### src/rtl/l1_trig_multiplier.sv
// L1 trigger multiplier: expands each LV1 command into a burst of TrigCnt trigger
// pulses, queues LV1s that arrive mid-burst, and keeps all state in voted TMR copies.
module l1_trig_multiplier #(
  parameter int unsigned CNT_W    = 4,
  parameter int unsigned PEND_MAX = 4,
  parameter int unsigned DROP_W   = 8
) (
  input  logic              Clk,
  input  logic              Reset,
  input  logic              Lv1_In,
  input  logic              ClearIn,
  input  logic [CNT_W-1:0]  TrigCnt,
  output logic              L1_Trig_Out,
  output logic              ClearTrigId,
  output logic              Busy,
  output logic [3:0]        Pending,
  output logic              Overflow,
  output logic [DROP_W-1:0] DropCnt,
  output logic              Error
);

  localparam int unsigned REM_W  = CNT_W + 1;
  localparam int unsigned PEND_W = 4;

  typedef enum logic {
    IDLE  = 1'b0,
    BURST = 1'b1
  } state_e;

  // One hardened copy of all protected state; remain sits in the LSBs.
  typedef struct packed {
    state_e              state;
    logic                overflow;
    logic [DROP_W-1:0]   drop;
    logic [PEND_W-1:0]   pend;
    logic [REM_W-1:0]    remain;
  } tmr_t;

  tmr_t             tmr0_q, tmr1_q, tmr2_q;
  tmr_t             voted;
  tmr_t             tmr_d;
  logic             clear_q, clear_d;
  logic [2:0]       err_q;
  logic             mismatch;
  logic             req, consume, accept, drop;
  logic [REM_W-1:0] load_cnt;

  // Bitwise 2-of-3 vote; every copy reloads from the voted value, so a single upset heals in one clock.
  assign voted    = tmr_t'((tmr0_q & tmr1_q) | (tmr0_q & tmr2_q) | (tmr1_q & tmr2_q));
  assign mismatch = (tmr0_q != tmr1_q) || (tmr1_q != tmr2_q);

  // A TrigCnt of zero encodes the full 2**CNT_W pulse burst.
  assign load_cnt = (TrigCnt == '0) ? {1'b1, CNT_W'(0)} : {1'b0, TrigCnt};

  always_comb begin
    tmr_d   = voted;
    clear_d = 1'b0;
    consume = 1'b0;
    accept  = 1'b0;
    drop    = 1'b0;
    req     = Lv1_In | (voted.pend != '0);

    if (ClearIn) begin
      tmr_d   = tmr_t'('0);
      clear_d = 1'b1;
    end else begin
      case (voted.state)
        IDLE: begin
          if (req) begin
            tmr_d.state  = BURST;
            tmr_d.remain = load_cnt;
            consume      = 1'b1;
          end
        end
        BURST: begin
          if (voted.remain == REM_W'(1)) begin
            if (req) begin
              tmr_d.remain = load_cnt;
              consume      = 1'b1;
            end else begin
              tmr_d.state  = IDLE;
              tmr_d.remain = '0;
            end
          end else begin
            tmr_d.remain = voted.remain - REM_W'(1);
          end
        end
        default: tmr_d.state = IDLE;
      endcase

      // A full queue only refuses the LV1 when nothing leaves it this cycle.
      drop   = Lv1_In && (voted.pend == PEND_W'(PEND_MAX)) && !consume;
      accept = Lv1_In && !drop;
      tmr_d.pend = voted.pend + PEND_W'(accept) - PEND_W'(consume);

      if (drop) begin
        tmr_d.overflow = 1'b1;
        if (voted.drop != '1) begin
          tmr_d.drop = voted.drop + DROP_W'(1);
        end
      end
    end
  end

  always_ff @(posedge Clk or negedge Reset) begin
    if (!Reset) begin
      tmr0_q  <= tmr_t'('0);
      tmr1_q  <= tmr_t'('0);
      tmr2_q  <= tmr_t'('0);
      clear_q <= 1'b0;
      err_q   <= '0;
    end else begin
      tmr0_q  <= tmr_d;
      tmr1_q  <= tmr_d;
      tmr2_q  <= tmr_d;
      clear_q <= clear_d;
      err_q   <= {3{mismatch}};
    end
  end

  assign Busy        = (voted.state == BURST);
  assign L1_Trig_Out = (voted.state == BURST);
  assign Pending     = voted.pend;
  assign Overflow    = voted.overflow;
  assign DropCnt     = voted.drop;
  assign ClearTrigId = clear_q;
  assign Error       = (err_q[0] & err_q[1]) | (err_q[0] & err_q[2]) | (err_q[1] & err_q[2]);

endmodule

### config.mk
export PLATFORM = sky130hd
export DESIGN_NAME = l1_trig_multiplier
export DESIGN_NICKNAME = d
export VERILOG_FILES = /design/src/rtl/l1_trig_multiplier.sv
export SDC_FILE = /design/constraint.sdc
export NUM_CORES = 1
export LEC_CHECK = 0
export ABC_AREA = 1
export BUFFER_PORTS_ARGS = -buffer_cell sky130_fd_sc_hd__buf_2
export CAP_MARGIN = 20
export CORE_ASPECT_RATIO = 0.6
export CORE_MARGIN = 1.5
export CORE_UTILIZATION = 25
export CTS_BUF_LIST = sky130_fd_sc_hd__clkbuf_8
export CTS_CLUSTER_DIAMETER = 200
export DETAILED_ROUTE_END_ITERATION = 10
export GPL_ROUTABILITY_DRIVEN = 0
export GPL_TIMING_DRIVEN = 0
export SLEW_MARGIN = 40
export SYNTH_ARGS = -nofsm -noshare
export SYNTH_HDL_FRONTEND = slang
export SYNTH_SLANG_ARGS = --single-unit
### constraint.sdc
create_clock -name Clk -period 1.9 [get_ports Clk]
set_input_delay 0.38 -clock Clk [delete_from_list [all_inputs] [get_ports Clk]]
set_output_delay 0.38 -clock Clk [all_outputs]
set_load 0.01 [all_outputs]
==> results_dict.tcl, run 1 <==
set metrics [dict create \
    overflow 0 \
    root_buffer "clkbuf_8" \
    hold_violations 0 \
    fp.dieH_um 63.33 \
    worstPathMaxFanout 3 \
    route.antenna.remaining_nets 0 \
    num_vias 1277 \
    syn_inst 197 \
    setup_ws_ns -0.1299 \
    io_buffers 23 \
    cts_tree "built" \
    ir_drop_uv 424.0 \
    die_x_um 103.5 \
    ys_seq_area_share_pct 33.00 \
    antenna_cells 0 \
    max_cap_viol_count 0 \
    yosysTopAreaCell "dfrtp_1" \
    rrSetupSlack_ns -0.13 \
    crit_arrival_ns 2.23 \
    synth.distinct_cells 31 \
    setup_viol 3 \
    ys_warn_count 0 \
    end_kind "flop" \
    crit_end "tmr2_q[6]$_DFF_PN0_" \
    netlist_area_um2 1516 \
    grt_pass1_vias 1187 \
    cts_buffers 3 \
    grt_pass1_wl_um 5540 \
    drt_wl_total_um 3143 \
    ys_ff_latch 20 \
    area_growth_pct 27.97 \
    finalCritPeriodShare_pct 106.8 \
    min-delay-path-class "in -> async" \
    synth_top_flop_cell "dfrtp_1" \
    violations "setup timing" \
    grt_max_degree 21 \
    drt_iter0_drc 39 \
    r2r-start "tmr2_q[0]$_DFFE_PN0P_" \
    fin_crit_ns 2.030 \
    power_density_nw_per_um2 1069 \
    synth_area_leaders "dfrtp_1, nand2_1, buf_4" \
    clk_path_buf_depth 2 \
    via_per_inst 4.054 \
    drc 0 \
    worstPathRequired_ns 2.10 \
    max_clock_freq_mhz 492.6 \
    synthArstFlopShare_pct 100.0 \
    finalPower_mw 2.074 \
    crit_start "tmr2_q[0]$_DFFE_PN0P_" \
    dieArea_um2 6558 \
    clock_latency_ns 0.27 \
    dp_hpwl_um 2455 \
    rr_worst_depth 12 \
    p_leak_nw 0.9983 \
    synth_edf_count 0 \
    core_um2 5702 \
    synth_nets 214 \
    start_kind "flop" \
    hold_ws_ns 0.05802 \
    syn_avg_cell_area_um2 7.698 \
    finalMaxSlewViolations 0 \
    placedCellCount 300 \
    rsz0062_at_grt "yes" \
    fin_skew_ns 0.01523 \
    htree_levels 1 \
    status "finished with violations" \
    yosysMostFrequentCell "nand2_1" \
    avgRoutedWirePerCell_um 9.978 \
    antenna_found_initial 0 \
    num-nets-final 253 \
    clkSlewWorstSetupHoldPaths_ns 0.09 \
    drt-pass1-iter-count 4 \
    drive_gt1_share_pct 36.17 \
    num-fill-cells 615 \
    synth_common_cells "nand2_1, dfrtp_1, inv_1, nand3_1, nor2_1" \
    placementRows 21 \
    gr-usage-all-layers_pct 10.49 \
    io_pins 25 \
    rr_endpoint "tmr2_q[6]$_DFF_PN0_" \
    layout.cells.non_filler 315 \
    start_util_pct 26.60 \
    synth_top_cell_area_share_pct 33.00 \
    worstSetupPathType "reg -> reg" \
    cts_sinks 20 \
]
state kept, by name, indices dropped and copies added (netlist names):
name	count
tmr2_q	19
ClearTrigId	1
metal layers:
layer	track usage, %	vias to the layer above	wire length (um)
met2	15.33	17	1293
met3	3.209	2	133
li1	-	680	-
met1	15.17	578	1702
met5	0	-	0
met4	2.083	0	14
final cells by class:
cell class | instances | area (um^2) | share of cell area, %
clock buffer | 3 | 41.29 | 2.128
timing repair buffer | 34 | 197.7 | 10.19
clock inverter | 1 | 30.03 | 1.547
tap | 80 | 100.1 | 5.158
buffer | 18 | 151.4 | 7.801
inverter | 22 | 87.58 | 4.513
sequential | 20 | 501.7 | 25.85
multi-input combinational | 137 | 830.8 | 42.81
cells in the final DEF (no fill, tap or decap), types with 3 or more instances in the layout:
master / count
nand3_1: 20
buf_2: 23
nor2_2: 3
clkbuf_8: 3
inv_1: 17
ha_1: 6
nand2_1: 52
nor2_1: 19
inv_2: 3
nand2_2: 3
o21ai_1: 4
buf_4: 25
nand3_4: 3
dfrtp_1: 19
nand3_2: 4
per-stage QoR:
step                      TNS [ns]  util (%)  instance area (um^2)  setup WS, ns
final                      -0.1800     34.04                  1941       -0.1299
after global routing       -0.5107     34.04                  1941       -0.2174
after CTS                  -0.2057     32.83                  1872       -0.1575
after detailed placement   -0.5246     30.90                  1762       -0.2549
after global placement     -0.4181     30.90                  1762       -0.2254
after floorplan           -0.08243         -                  1546      -0.07500
worst min-delay path by stage:
stage | endpoint | cells after the start | startpoint | slack [ns]
floorplan | ClearTrigId$_DFF_PN0_ | 0 | Reset | 0.08
global placement | tmr2_q[0]$_DFFE_PN0P_ | 1 | Reset | 0.37
detailed placement | tmr2_q[0]$_DFFE_PN0P_ | 1 | Reset | 0.36
CTS | tmr2_q[12]$_DFFE_PN0P_ | 1 | Reset | 0.07
global route | tmr2_q[8]$_DFF_PN0_ | 1 | Reset | 0.09
finish | tmr2_q[9]$_DFFE_PN0P_ | 1 | Reset | 0.06
cell families (layout without fill, tap and decap cells):
logic type               after synthesis  after routing  synth area share (%)
adder cells (fa/ha/maj)                9              9                 7.921
buffers and inverters                 40             78                 15.02
other                                  1              1                0.2473
XOR/XNOR                               4              4                 2.311
AO/OA/AOI/OAI                         12             12                 4.950
flip-flops                            20             20                 33.00
AND/OR/NAND/NOR                      111            111                 36.55
worst max-delay path, cell delays in order, from the launching register on:
cell and delay (ns):
dfrtp_2 0.43, ha_4 0.16, inv_2 0.06, nor2_4 0.03, nand2_2 0.07, nand2_4 0.06, buf_4 0.15, a21oi_4 0.15
a21oi_2 0.05, ha_2 0.18, fa_2 0.54, inv_2 0.03, nor2_1 0.08
power by group:
part | internal (mW) | switching (mW) | leakage [nW]
Clock | 0.281 | 0.148 | 0.0357
Sequential | 0.506 | 0.0953 | 0.265
Combinational | 0.503 | 0.541 | 0.698
what timing repair did:
item / CTS / global route
hold buffers: 0 / 0
setup endpoints to repair: 3 / 3
pin swaps: 1 / 3
gates resized for setup: 1 / 8
setup buffers: 5 / 6
No activity file was read; power rests on OpenSTA's default activity.
==> inputs of run 2 (changes only) <==
--- a/config.mk
+++ b/config.mk
@@ -10,12 +10,13 @@
 export CAP_MARGIN = 20
 export CORE_ASPECT_RATIO = 0.6
 export CORE_MARGIN = 1.5
-export CORE_UTILIZATION = 25
+export CORE_UTILIZATION = 52
 export CTS_BUF_LIST = sky130_fd_sc_hd__clkbuf_8
 export CTS_CLUSTER_DIAMETER = 200
 export DETAILED_ROUTE_END_ITERATION = 10
 export GPL_ROUTABILITY_DRIVEN = 0
 export GPL_TIMING_DRIVEN = 0
+export PLACE_DENSITY = 0.77
 export SLEW_MARGIN = 40
 export SYNTH_ARGS = -nofsm -noshare
 export SYNTH_HDL_FRONTEND = slang
==> run 2 against run 1 <==
The flow still finishes with violations (setup timing). Via count rose by 3.8%. Sequential cell count did not move. Worst hold slack improved by 0.0035 ns. Final area fell by 4.8%. Sequential power barely moved. Fmax fell by 0.51%. Non-clock buffer count fell by 1. Critical endpoint unchanged. Highest routed layer unchanged.
==> results_dict.tcl, run 2 (synthesized netlist as in run 1, its figures left out) <==
set metrics [dict create \
    crit_arrival_ns 2.20 \
    end_kind "flop" \
    hold_ws_ns 0.06151 \
    fin_crit_ns 2.040 \
    drt_iter0_drc 95 \
    start_kind "flop" \
    cts_tree "built" \
    clock_latency_ns 0.26 \
    htree_levels 1 \
    antenna_cells 0 \
    gr-usage-all-layers_pct 23.11 \
    min-delay-path-class "in -> async" \
    final_common_cell "nand2_1" \
    max_clock_freq_mhz 490.1 \
    critPathTopFamily "adder cells" \
    cts_buffers 3 \
    num_vias 1326 \
    fin_skew_ns 0.002350 \
    crit_path_max_incr_delay_ns 0.44 \
    max_cap_viol_count 0 \
    rr_worst_depth 13 \
    placedCellCount 252 \
    placementRows 14 \
    rsz0062_at_grt "yes" \
    start_util_pct 57.71 \
    ir_drop_uv 923.3 \
    grt_pass1_wl_um 5692 \
    final_cell_mix "nand2_1, buf_4, buf_2" \
    status "finished with violations" \
    slowest_stage "dfrtp_2" \
    top_register "tmr2_q" \
    setup_ws_ns -0.1403 \
    utilization_pct 70.29 \
    drc 0 \
    num-nets-final 252 \
    violations "setup timing" \
    setup_viol 3 \
    worstPathMaxFanout 4 \
    critPathBufInv 4 \
    grt_pass1_vias 1264 \
    root_buffer "clkbuf_8" \
    io_pins 25 \
    avgRoutedWirePerCell_um 12.97 \
    clkSlewWorstSetupHoldPaths_ns 0.08 \
    drt-pass1-iter-count 4 \
    die_x_um 72.72 \
    worstPathRequired_ns 2.06 \
    largest_register_ffs 19 \
    route.antenna.remaining_nets 0 \
    hold_violations 0 \
    cp.depth 13 \
    ctsHoldBuffers 0 \
    dp_hpwl_um 2588 \
    antenna_found_initial 0 \
    area_growth_pct 21.78 \
    fp.dieH_um 44.83 \
    drive_gt1_share_pct 36.32 \
    dieArea_um2 3260 \
    via_per_inst 4.985 \
    crit_path_cell_trace "ha_4 > inv_2 > nor2_2 > nand2_2 > nand2_4 > buf_8 > inv_6 > nand2_2 > a21oi_2 > ha_2 > fa_2 > inv_2 > nor2_1" \
    finalMaxSlewViolations 0 \
    cts_sinks 20 \
    grt_max_degree 21 \
    p_leak_nw 0.9831 \
    power_density_nw_per_um2 1076 \
    core_um2 2628 \
    io_buffers 23 \
    layout.cells.non_filler 266 \
    worstSetupPathType "reg -> reg" \
    overflow 0 \
    finalCritPeriodShare_pct 107.4 \
    clk_path_buf_depth 2 \
    drt_wl_total_um 3451 \
]
[run 2: worst paths after layout]
check	from	to	slack, ns
hold / removal	Reset	tmr2_q[6]$_DFF_PN0_	0.06
setup reg to reg	tmr2_q[0]$_DFFE_PN0P_	tmr2_q[6]$_DFF_PN0_	-0.14
max in group asynchronous	Reset	tmr2_q[0]$_DFFE_PN0P_	1.49
min in group Clk	ClearIn	ClearTrigId$_DFF_PN0_	0.33
hold reg to reg	tmr2_q[17]$_DFFE_PN0P_	tmr2_q[17]$_DFFE_PN0P_	0.52
setup / recovery	tmr2_q[0]$_DFFE_PN0P_	tmr2_q[6]$_DFF_PN0_	-0.14
[run 2: worst register-to-register path, cell delays in order, from the launching register on]
cell and delay [ns]:
dfrtp_2 0.44, ha_4 0.17, inv_2 0.04, nor2_2 0.03, nand2_2 0.07, nand2_4 0.07
buf_8 0.15, inv_6 0.06, nand2_2 0.05, a21oi_2 0.13, ha_2 0.20, fa_2 0.44
inv_2 0.06, nor2_1 0.03
[run 2: area by class of cell]
class | instances | area (um^2)
well taps | 32 | 40.04
plain buffers | 18 | 142.6
repair buffers | 33 | 190.2
flip-flops and latches | 20 | 501.7
fillers | 215 | 780.7
multi-input cells | 137 | 829.5
clock buffers | 4 | 55.05
inverters | 22 | 87.58
[run 2: power by group]
group / total [mW] / switching (mW) / internal (mW)
logic: 1.05 / 0.565 / 0.482
clock network: 0.336 / 0.151 / 0.185
registers: 0.604 / 0.0979 / 0.506
[run 2: metal layers]
metal	global-route usage, %	part of all wire [%]	vias up
met1	30.93	47	601
met4	4.151	0.46	0
met5	0	0	-
met2	39.27	47	41
met3	5.580	5.6	5
li1	-	-	679
[run 2: what timing repair did]
item,in CTS,in global routing
setup endpoints to repair,3,3
gates resized for setup,5,2
buffers inserted,7,3
pin swaps,3,3
gates cloned,0,0
[run 2: per-stage QoR]
step / TNS, ns / instance area (um^2) / setup slack (ns) / power [mW]
5_1_grt: -0.6833 / 1847 / -0.2591 / 2.145
4_1_cts: -0.2978 / 1817 / -0.1452 / 1.933
2_1_floorplan: -0.08243 / 1546 / -0.07500 / 1.299
6_report: -0.3242 / 1847 / -0.1403 / 1.987
3_5_place_dp: -0.5127 / 1702 / -0.2396 / 1.499
3_3_place_gp: -0.4194 / 1702 / -0.2172 / 1.462
